## config.mk

```make
export PLATFORM = sky130hd
export DESIGN_NAME = audio_volume_ramp
export DESIGN_NICKNAME = d
export VERILOG_FILES = /design/src/rtl/audio_volume_ramp.sv
export SDC_FILE = /design/constraint.sdc
export NUM_CORES = 1
export LEC_CHECK = 0
export CAP_MARGIN = 20
export CELL_PAD_IN_SITES_DETAIL_PLACEMENT = 1
export CELL_PAD_IN_SITES_GLOBAL_PLACEMENT = 1
export CORE_MARGIN = 2
export CORE_UTILIZATION = 44
export CTS_CLUSTER_DIAMETER = 150
export CTS_CLUSTER_SIZE = 8
export DETAILED_ROUTE_END_ITERATION = 12
export PLACE_DENSITY_LB_ADDON = 0.1
export SLEW_MARGIN = 15
export SYNTH_ARGS = -nofsm -noshare
export SYNTH_HDL_FRONTEND = slang
export SYNTH_SLANG_ARGS = --single-unit
```

## constraint.sdc

```tcl
create_clock -name CLK -period 5.26 [get_ports CLK]
set_input_delay 0.526 -clock CLK [delete_from_list [all_inputs] [get_ports CLK]]
set_output_delay 0.526 -clock CLK [all_outputs]
set_load 0.02 [all_outputs]
```

## src/rtl/audio_volume_ramp.sv

```systemverilog
// Volume ramp sequencer: walks the multiplier gain toward a requested target
// one bounded step per divided sample tick, to avoid zipper noise.
// Optional mute support is compiled in with AUDIO_VOLUME_RAMP_MUTE_EN.
module audio_volume_ramp #(
  parameter int unsigned VOL_BIT = 8,
  parameter int unsigned STEP    = 1,
  parameter int unsigned DIV_BIT = 8
) (
  input  logic               CLK,
  input  logic               RST_N,
  input  logic               tick,
  input  logic [VOL_BIT-1:0] tgt_vol,
  input  logic               tgt_valid,
  output logic               tgt_ready,
  input  logic [DIV_BIT-1:0] rate_div,
`ifdef AUDIO_VOLUME_RAMP_MUTE_EN
  input  logic               mute,
  output logic               muted,
`endif
  output logic [VOL_BIT-1:0] Volume,
  output logic               busy,
  output logic               done
);

  localparam int unsigned VW = VOL_BIT + 1;
  localparam logic [VW-1:0] STEP_W = VW'(STEP);

  typedef enum logic [1:0] {
    S_IDLE = 2'd0,
    S_RAMP = 2'd1
`ifdef AUDIO_VOLUME_RAMP_MUTE_EN
    , S_MUTE = 2'd2
`endif
  } state_t;

  state_t               state_q;
  logic [VOL_BIT-1:0]   tgt_q;
  logic [DIV_BIT-1:0]   div_q;
  logic [DIV_BIT-1:0]   cnt_q;

  logic [VOL_BIT-1:0]   aim_c;
  logic [VW-1:0]        vol_ext_c;
  logic [VW-1:0]        aim_ext_c;
  logic [VW-1:0]        diff_c;
  logic [VW-1:0]        step_c;
  logic                 up_c;
  logic [VOL_BIT-1:0]   vol_next_c;
  logic                 accept_c;
  logic                 div_hit_c;
  logic [DIV_BIT-1:0]   rate_eff_c;

  assign accept_c   = tgt_valid && tgt_ready;
  assign div_hit_c  = tick && (cnt_q == (div_q - DIV_BIT'(1)));
  assign rate_eff_c = (rate_div == '0) ? DIV_BIT'(1) : rate_div;

  // Next gain one step toward the aim point, clamped so it never overshoots
  always_comb begin
    aim_c = tgt_q;
`ifdef AUDIO_VOLUME_RAMP_MUTE_EN
    if (state_q == S_MUTE) aim_c = '0;
`endif
    vol_ext_c  = VW'(Volume);
    aim_ext_c  = VW'(aim_c);
    up_c       = (aim_ext_c >= vol_ext_c);
    diff_c     = up_c ? (aim_ext_c - vol_ext_c) : (vol_ext_c - aim_ext_c);
    step_c     = (diff_c > STEP_W) ? STEP_W : diff_c;
    vol_next_c = up_c ? VOL_BIT'(vol_ext_c + step_c) : VOL_BIT'(vol_ext_c - step_c);
  end

  // Ramp state machine with registered handshake, status and gain outputs
  always_ff @(posedge CLK or negedge RST_N) begin
    if (!RST_N) begin
      state_q   <= S_IDLE;
      tgt_q     <= '0;
      div_q     <= DIV_BIT'(1);
      cnt_q     <= '0;
      Volume    <= '0;
      busy      <= 1'b0;
      done      <= 1'b0;
      tgt_ready <= 1'b1;
`ifdef AUDIO_VOLUME_RAMP_MUTE_EN
      muted     <= 1'b0;
`endif
    end else begin
      done <= 1'b0;
`ifdef AUDIO_VOLUME_RAMP_MUTE_EN
      muted <= 1'b0;
      if (mute && (state_q != S_MUTE)) begin
        // Abort whatever is in flight; a target handshaking this cycle is kept
        if (accept_c) tgt_q <= tgt_vol;
        state_q   <= S_MUTE;
        busy      <= 1'b0;
        tgt_ready <= 1'b1;
        cnt_q     <= '0;
        muted     <= (Volume == '0);
      end else
`endif
      begin
        case (state_q)
          S_IDLE: begin
            if (accept_c) begin
              tgt_q <= tgt_vol;
              div_q <= rate_eff_c;
              cnt_q <= '0;
              if (tgt_vol == Volume) begin
                done <= 1'b1;
              end else begin
                state_q   <= S_RAMP;
                busy      <= 1'b1;
                tgt_ready <= 1'b0;
              end
            end
          end
          S_RAMP: begin
            if (div_hit_c) begin
              Volume <= vol_next_c;
              cnt_q  <= '0;
              if (vol_next_c == tgt_q) begin
                state_q   <= S_IDLE;
                busy      <= 1'b0;
                tgt_ready <= 1'b1;
                done      <= 1'b1;
              end
            end else if (tick) begin
              cnt_q <= cnt_q + DIV_BIT'(1);
            end
          end
`ifdef AUDIO_VOLUME_RAMP_MUTE_EN
          S_MUTE: begin
            tgt_ready <= 1'b1;
            busy      <= 1'b0;
            if (!mute) begin
              // Resume toward the most recent target, taking one arriving now
              cnt_q <= '0;
              if (accept_c) tgt_q <= tgt_vol;
              if ((accept_c ? tgt_vol : tgt_q) == Volume) begin
                state_q <= S_IDLE;
                done    <= 1'b1;
              end else begin
                state_q   <= S_RAMP;
                busy      <= 1'b1;
                tgt_ready <= 1'b0;
              end
            end else begin
              if (accept_c) tgt_q <= tgt_vol;
              if (div_hit_c) begin
                Volume <= vol_next_c;
                cnt_q  <= '0;
                muted  <= (vol_next_c == '0);
              end else begin
                if (tick) cnt_q <= cnt_q + DIV_BIT'(1);
                muted <= (Volume == '0);
              end
            end
          end
`endif
          default: begin
            state_q   <= S_IDLE;
            busy      <= 1'b0;
            tgt_ready <= 1'b1;
          end
        endcase
      end
    end
  end

endmodule

```

Word level (Yosys, flattened, before mapping)
Index checks and enable logic that the tools add are counted.
{ "totals": {"regBits": 37, "out_inout_bits": 11} }
{ "op_classes": {"n_addsub": 6, "order_cmp": 2, "eq_ne": 9, "n_mux": 28, "n_reduce_logical": 9} }
{ "ops": {"columns": ["operator", "count"], "rows": [
  ["two-way mux 8 bit", 6],
  ["equality test 8 bit", 3],
  ["subtractor 8 x 8 -> 9 bit", 2],
  ["one-hot mux 8 bit (2 select lines)", 1],
  ["two-way mux 1 bit", 12],
  ["> comparator 9 x 1 -> 1 bit (second input constant)", 1],
  ["two-way mux 9 bit", 1],
  ["adder 8 x 1 -> 8 bit (second input constant)", 1],
  ["adder 8 bit", 1],
  ["greater-or-equal comparator 8 bit", 1],
  ["zero test 8 bit", 1],
  ["two-way mux 2 bit", 4],
  ["inequality test 2 bit (second input constant)", 4],
  ["subtractor 8 x 1 -> 8 bit (second input constant)", 1],
  ["subtractor 8 bit", 1],
  ["one-hot mux 1 bit (2 select lines)", 3],
  ["one-hot mux 2 bit (2 select lines)", 1],
  ["AND reduction 2 bit", 2],
  ["AND reduction 4 bit", 1],
  ["inequality test 3 bit (second input constant)", 1],
  ["AND reduction 3 bit", 1],
  ["equality test 2 x 1 -> 1 bit (second input constant)", 1],
  ["logical AND 1 bit", 2],
  ["zero test 2 bit", 1],
  ["nonzero test 2 bit", 1]
]} }

Depth between registers and ports, before layout
{ "depth": {"depth_word": 10, "mapped_depth": 23, "mapped_depth_nobuf": 23} }

Worst setup path before layout
OpenSTA, ideal clock, no wires.
{ "synth_path": {"path_type": "reg2reg", "start": "register Volume[0]", "end": "register busy", "setup_ps": 126, "t_arrival_ps": 4415, "slack_ps": 719, "stages_incl_launch_ff": 23, "synth_period_minus_slack_ps": 4541, "cell_sequence": "dfrtp_1 inv_1 ha_1 fa_1 nand2b_1 a21oi_1 a31oi_1 xnor2_1 nor4_1 a32o_1 nand2_1 inv_1 ha_1 and2_1 ha_1 a21o_1 nand2_1 o21a_1 o21bai_1 a21oi_1 xnor2_1 xor2_1 o32a_1"} }
{ "synth_via": {"elab_chain_cells": 9, "elab_cells_between_ends": 14} }
{ "synth_lines": {"columns": ["element", "line", "source"], "rows": [
  ["start: declaration", "20", "output logic [VOL_BIT-1:0] Volume,"],
  ["start signal: assignment", "116", "Volume <= vol_next_c;"],
  ["subtractor 8 x 8 -> 9 bit or greater-or-equal comparator 8 bit (tied branches)", "65, 64", null],
  ["two-way mux 9 bit", "65", "diff_c = up_c ? (aim_ext_c - vol_ext_c) : (vol_ext_c - aim_ext_c);"],
  ["> comparator 9 x 1 -> 1 bit", "66", "step_c = (diff_c > STEP_W) ? STEP_W : diff_c;"],
  ["two-way mux 8 bit", "66", null],
  ["subtractor 8 bit or adder 8 bit (tied branches)", "67", "vol_next_c = up_c ? VOL_BIT'(vol_ext_c + step_c) : VOL_BIT'(vol_ext_c - step_c);"],
  ["two-way mux 8 bit", "67", null],
  ["equality test 8 bit", "118", "if (vol_next_c == tgt_q) begin"],
  ["inequality test 2 bit (no line)", null, null],
  ["AND reduction 4 bit (no line) *", null, null],
  ["end signal: assignment", "78", "busy <= 1'b0;"],
  ["end signal: assignment", "109", "busy <= 1'b1;"],
  ["end signal: assignment", "120", "busy <= 1'b0;"],
  ["end: declaration", "21", "output logic busy,"]
]} }
Every way passes the cells marked *; elsewhere a longest branch is shown, timed or not.
A chain may end at the register's enable or synchronous reset.

Worst setup path after layout
Ends and elaborated chain as after synthesis.

==> out/qor.csv <==
metric,value,unit
final max-slew violation count,0,
ys flop type,dfrtp_1,
total number of vias,2531,
vias per inst,5.70,
Leakage,0.00155,uW
largest area contributor in the netlist,dfrtp_1,
Crit Path Class,reg2reg,
antenna cells,0,
Core Box Area,6720,um2
crit-path leading delay family,compound AO/OA/AOI/OAI gates,
Synthesized Nets,385,
Tmin final,4870,ps
fraction of registers with async set/reset,100,%
yosys warns,0,
placed insts,434,
Final ANT Viol Nets,0,
vias in the first global route,2515,
post-synthesis cell type count,53,
GRT Util Overall,21.8,%
Syn Std Cell Area,3030,um2
"most used cell, CP",ha_1,
GPL Wtd Cong,0.893,
crit path max fanout,6,
die height,86.9,um
hpwl dp,5910,um
CTS tree,built,
Finished Core Util,52.2,%
worst skew pair latency,290,ps
register area share after synthesis,29.0,%
Rows,30,
global-route wire length before repair,13000,um
"flops & latches, synth",35,
P&R area growth vs syn,15.8,%
clock sink count,35,
initial antenna violation count,0,
Cells after Synth,336,
worst-margin pin slew,843,ps
pwr dens,155,nW/um2
cts bufs inserted,5,
initial core utilization,45.0,%
fmax,0.205,GHz
run status,completed,
Worst Path Buf+Inv,2,
hold crit path type,in2async,
hold buffers post-CTS,0,
layout cell share with drive strength beyond 1,11.5,%
Worst Path Required,5440,ps
fin nets,412,
root buffer cell,clkbuf_8,
RSZ-0062 raised after global routing,false,
Remaining DRCs,0,
chip width,86.9,um
Worst EP arrival,5050,ps
"Avg Cell Area, Syn",9.01,um2
Tcrit/Tclk final,92.6,%
setup TNS,0,ps
Longest Clk Path Bufs,2,
CP peak stage delay,460,ps
initial DRC count,91,
peak supply drop,0.000105,V
Crit-path slowest cell,dfrtp_1,
Port Buffer Count,30,
Post-synth EDFFs,0,
MaxCap Viol Count,0,
First-pass DRT Iterations,4,
grt ovf,0,
Synth area leaders,"dfrtp_1, ha_1, mux2_2, xnor2_1, xor2_1",
power after layout,543,uW
WL per Instance,17.2,um
cell breakdown of the critical path,inv_1 > ha_1 > fa_1 > nand2b_1 > a21oi_2 > a31oi_1 > xnor2_1 > nor4_1 > a32o_1 > nand2_1 > inv_1 > ha_1 > and2_1 > ha_1 > a21o_1 > nand2_1 > o21a_1 > o21bai_1 > a21oi_2 > xnor2_1 > xor2_1 > o32a_1,
I/O pin cnt,31,
Fin Clk Skew,8.76,ps
H-tree depth,2,
die area,7560,um2
crit end category,flop,
# setup viols final,0,
final-report hold violation count,0,
max_slew headroom,43.8,%
top-area cell type share of the netlist area,27.3,%
WL final,7620,um
fin cells,444,
Worst-path clk slew,80,ps
startpoint types,flop,
largest net degree at the start of global routing,36,
==> area by class of cell <==
class / count / area, um2
Clock buffer: 5 / 68.8
Clock inverter: 3 / 43.8
Fill cell: 805 / 3210
Inverter: 25 / 93.8
Multi-Input combinational cell: 264 / 2010
Sequential cell: 35 / 880
Tap cell: 80 / 100
Timing Repair Buffer: 32 / 314
==> flip-flops by register name (all words and copies together) (netlist names) <==
register   flops
Volume         8
cnt_q          8
tgt_ready      1
aim_c          8
done           1
busy           1
div_q          8
==> metal layers <==
metal | global-route usage [%] | share of wire (%) | vias up
li1 | - | - | 1238
met1 | 32.9 | 53 | 1244
met2 | 32.8 | 43 | 42
met3 | 3.70 | 2.5 | 7
met4 | 4.26 | 0.83 | 0
met5 | 0 | 0 | -
==> cell usage in the layout (no fill, tap or decap), types with 3 or more instances in the layout <==
cell type | netlist | routed
nor2b_1 | 7 | 7
a21oi_2 | 1 | 3
nor3_1 | 8 | 8
nand3b_1 | 4 | 4
nand2b_1 | 7 | 7
dfrtp_1 | 33 | 32
o21ai_1 | 10 | 9
xnor2_1 | 22 | 22
xor2_1 | 22 | 22
mux2i_1 | 4 | 4
inv_1 | 25 | 25
ha_1 | 26 | 26
and3_1 | 6 | 6
nand4_1 | 6 | 6
a31oi_1 | 3 | 3
clkdlybuf4s50_1 | 0 | 29
nand3_1 | 12 | 12
nor2_1 | 16 | 16
clkbuf_8 | 0 | 5
a211oi_1 | 4 | 4
a21o_1 | 5 | 5
o21ai_0 | 13 | 13
nand2_1 | 20 | 20
a21oi_1 | 15 | 13
mux2_2 | 18 | 18
fa_1 | 3 | 3
==> metrics by stage <==
| step | instance area [um2] | hold WS (ps) | setup WS (ps) |
|---|---|---|---|
| 3_3_place_gp | 3360 | 511 | 295 |
| 3_5_place_dp | 3360 | 522 | 262 |
| 6_report | 3510 | 337 | 391 |
| 2_1_floorplan | 3030 | 230 | 719 |
| 5_1_grt | 3510 | 391 | 62.4 |
| 4_1_cts | 3470 | 373 | 166 |
==> cells by family after synthesis <==
group | synth area share, %
simple gates | 16.6
compound gates | 15.7
xor+xnor | 12.7
buf+inv | 5.08
flops | 29.0
fa+ha+maj | 12.7
mux | 8.02
other cells | 0.124
==> what timing repair did <==
| action | in CTS | in global routing |
|---|---|---|
| setup buffers | 0 | 1 |
| gates resized for setup | 0 | 4 |
| endpoints found under the setup margin | 0 | 3 |
==> cell usage after synthesis (3+ instances only) <==
cell type and count:
dfrtp_1 33, ha_1 26, inv_1 25, xnor2_1 22
xor2_1 22, nand2_1 20, mux2_2 18, nor2_1 16
a21oi_1 15, o21ai_0 13, nand3_1 12, o21ai_1 10
nor3_1 8, nand2b_1 7, nor2b_1 7, and3_1 6
clkbuf_1 6, nand4_1 6, a21o_1 5, a211oi_1 4
mux2i_1 4, nand3b_1 4, a31oi_1 3, buf_2 3
fa_1 3
==> report_power, final <==
group / leakage [uW] / switching (uW) / internal (uW)
Sequential: 0.000480 / 0 / 269
Combinational: 0.00101 / 12.6 / 15.3
Clock: 0.0000581 / 105 / 141
Total: 0.00155 / 118 / 425
==> final timing paths <==
kind	endpoint	slack (ps)	startpoint	cells past startpoint
worst min register to register	div_q[0]$_DFFE_PN1P_	540	div_q[0]$_DFFE_PN1P_	2
max in group asynchronous	Volume[1]$_DFFE_PN0P_	4350	RST_N	1
min in group CLK	div_q[0]$_DFFE_PN1P_	540	div_q[0]$_DFFE_PN1P_	2
worst max-delay path	busy$_DFFE_PN0P_	390	Volume[0]$_DFFE_PN0P_	22
worst max register to register	busy$_DFFE_PN0P_	390	Volume[0]$_DFFE_PN0P_	22
worst min-delay path	Volume[4]$_DFFE_PN0P_	340	RST_N	1
==> worst register-to-register path, stage by stage, from the launching register on <==
cell and delay, ps:
dfrtp_1 460, inv_1 70, ha_1 230, fa_1 420
nand2b_1 180, a21oi_2 210, a31oi_1 120, xnor2_1 150
nor4_1 310, a32o_1 250, nand2_1 110, inv_1 90
ha_1 210, and2_1 150, ha_1 270, a21o_1 190
nand2_1 90, o21a_1 210, o21bai_1 100, a21oi_2 250
xnor2_1 170, xor2_1 150, o32a_1 370
Power figures use the tool's default switching activity.
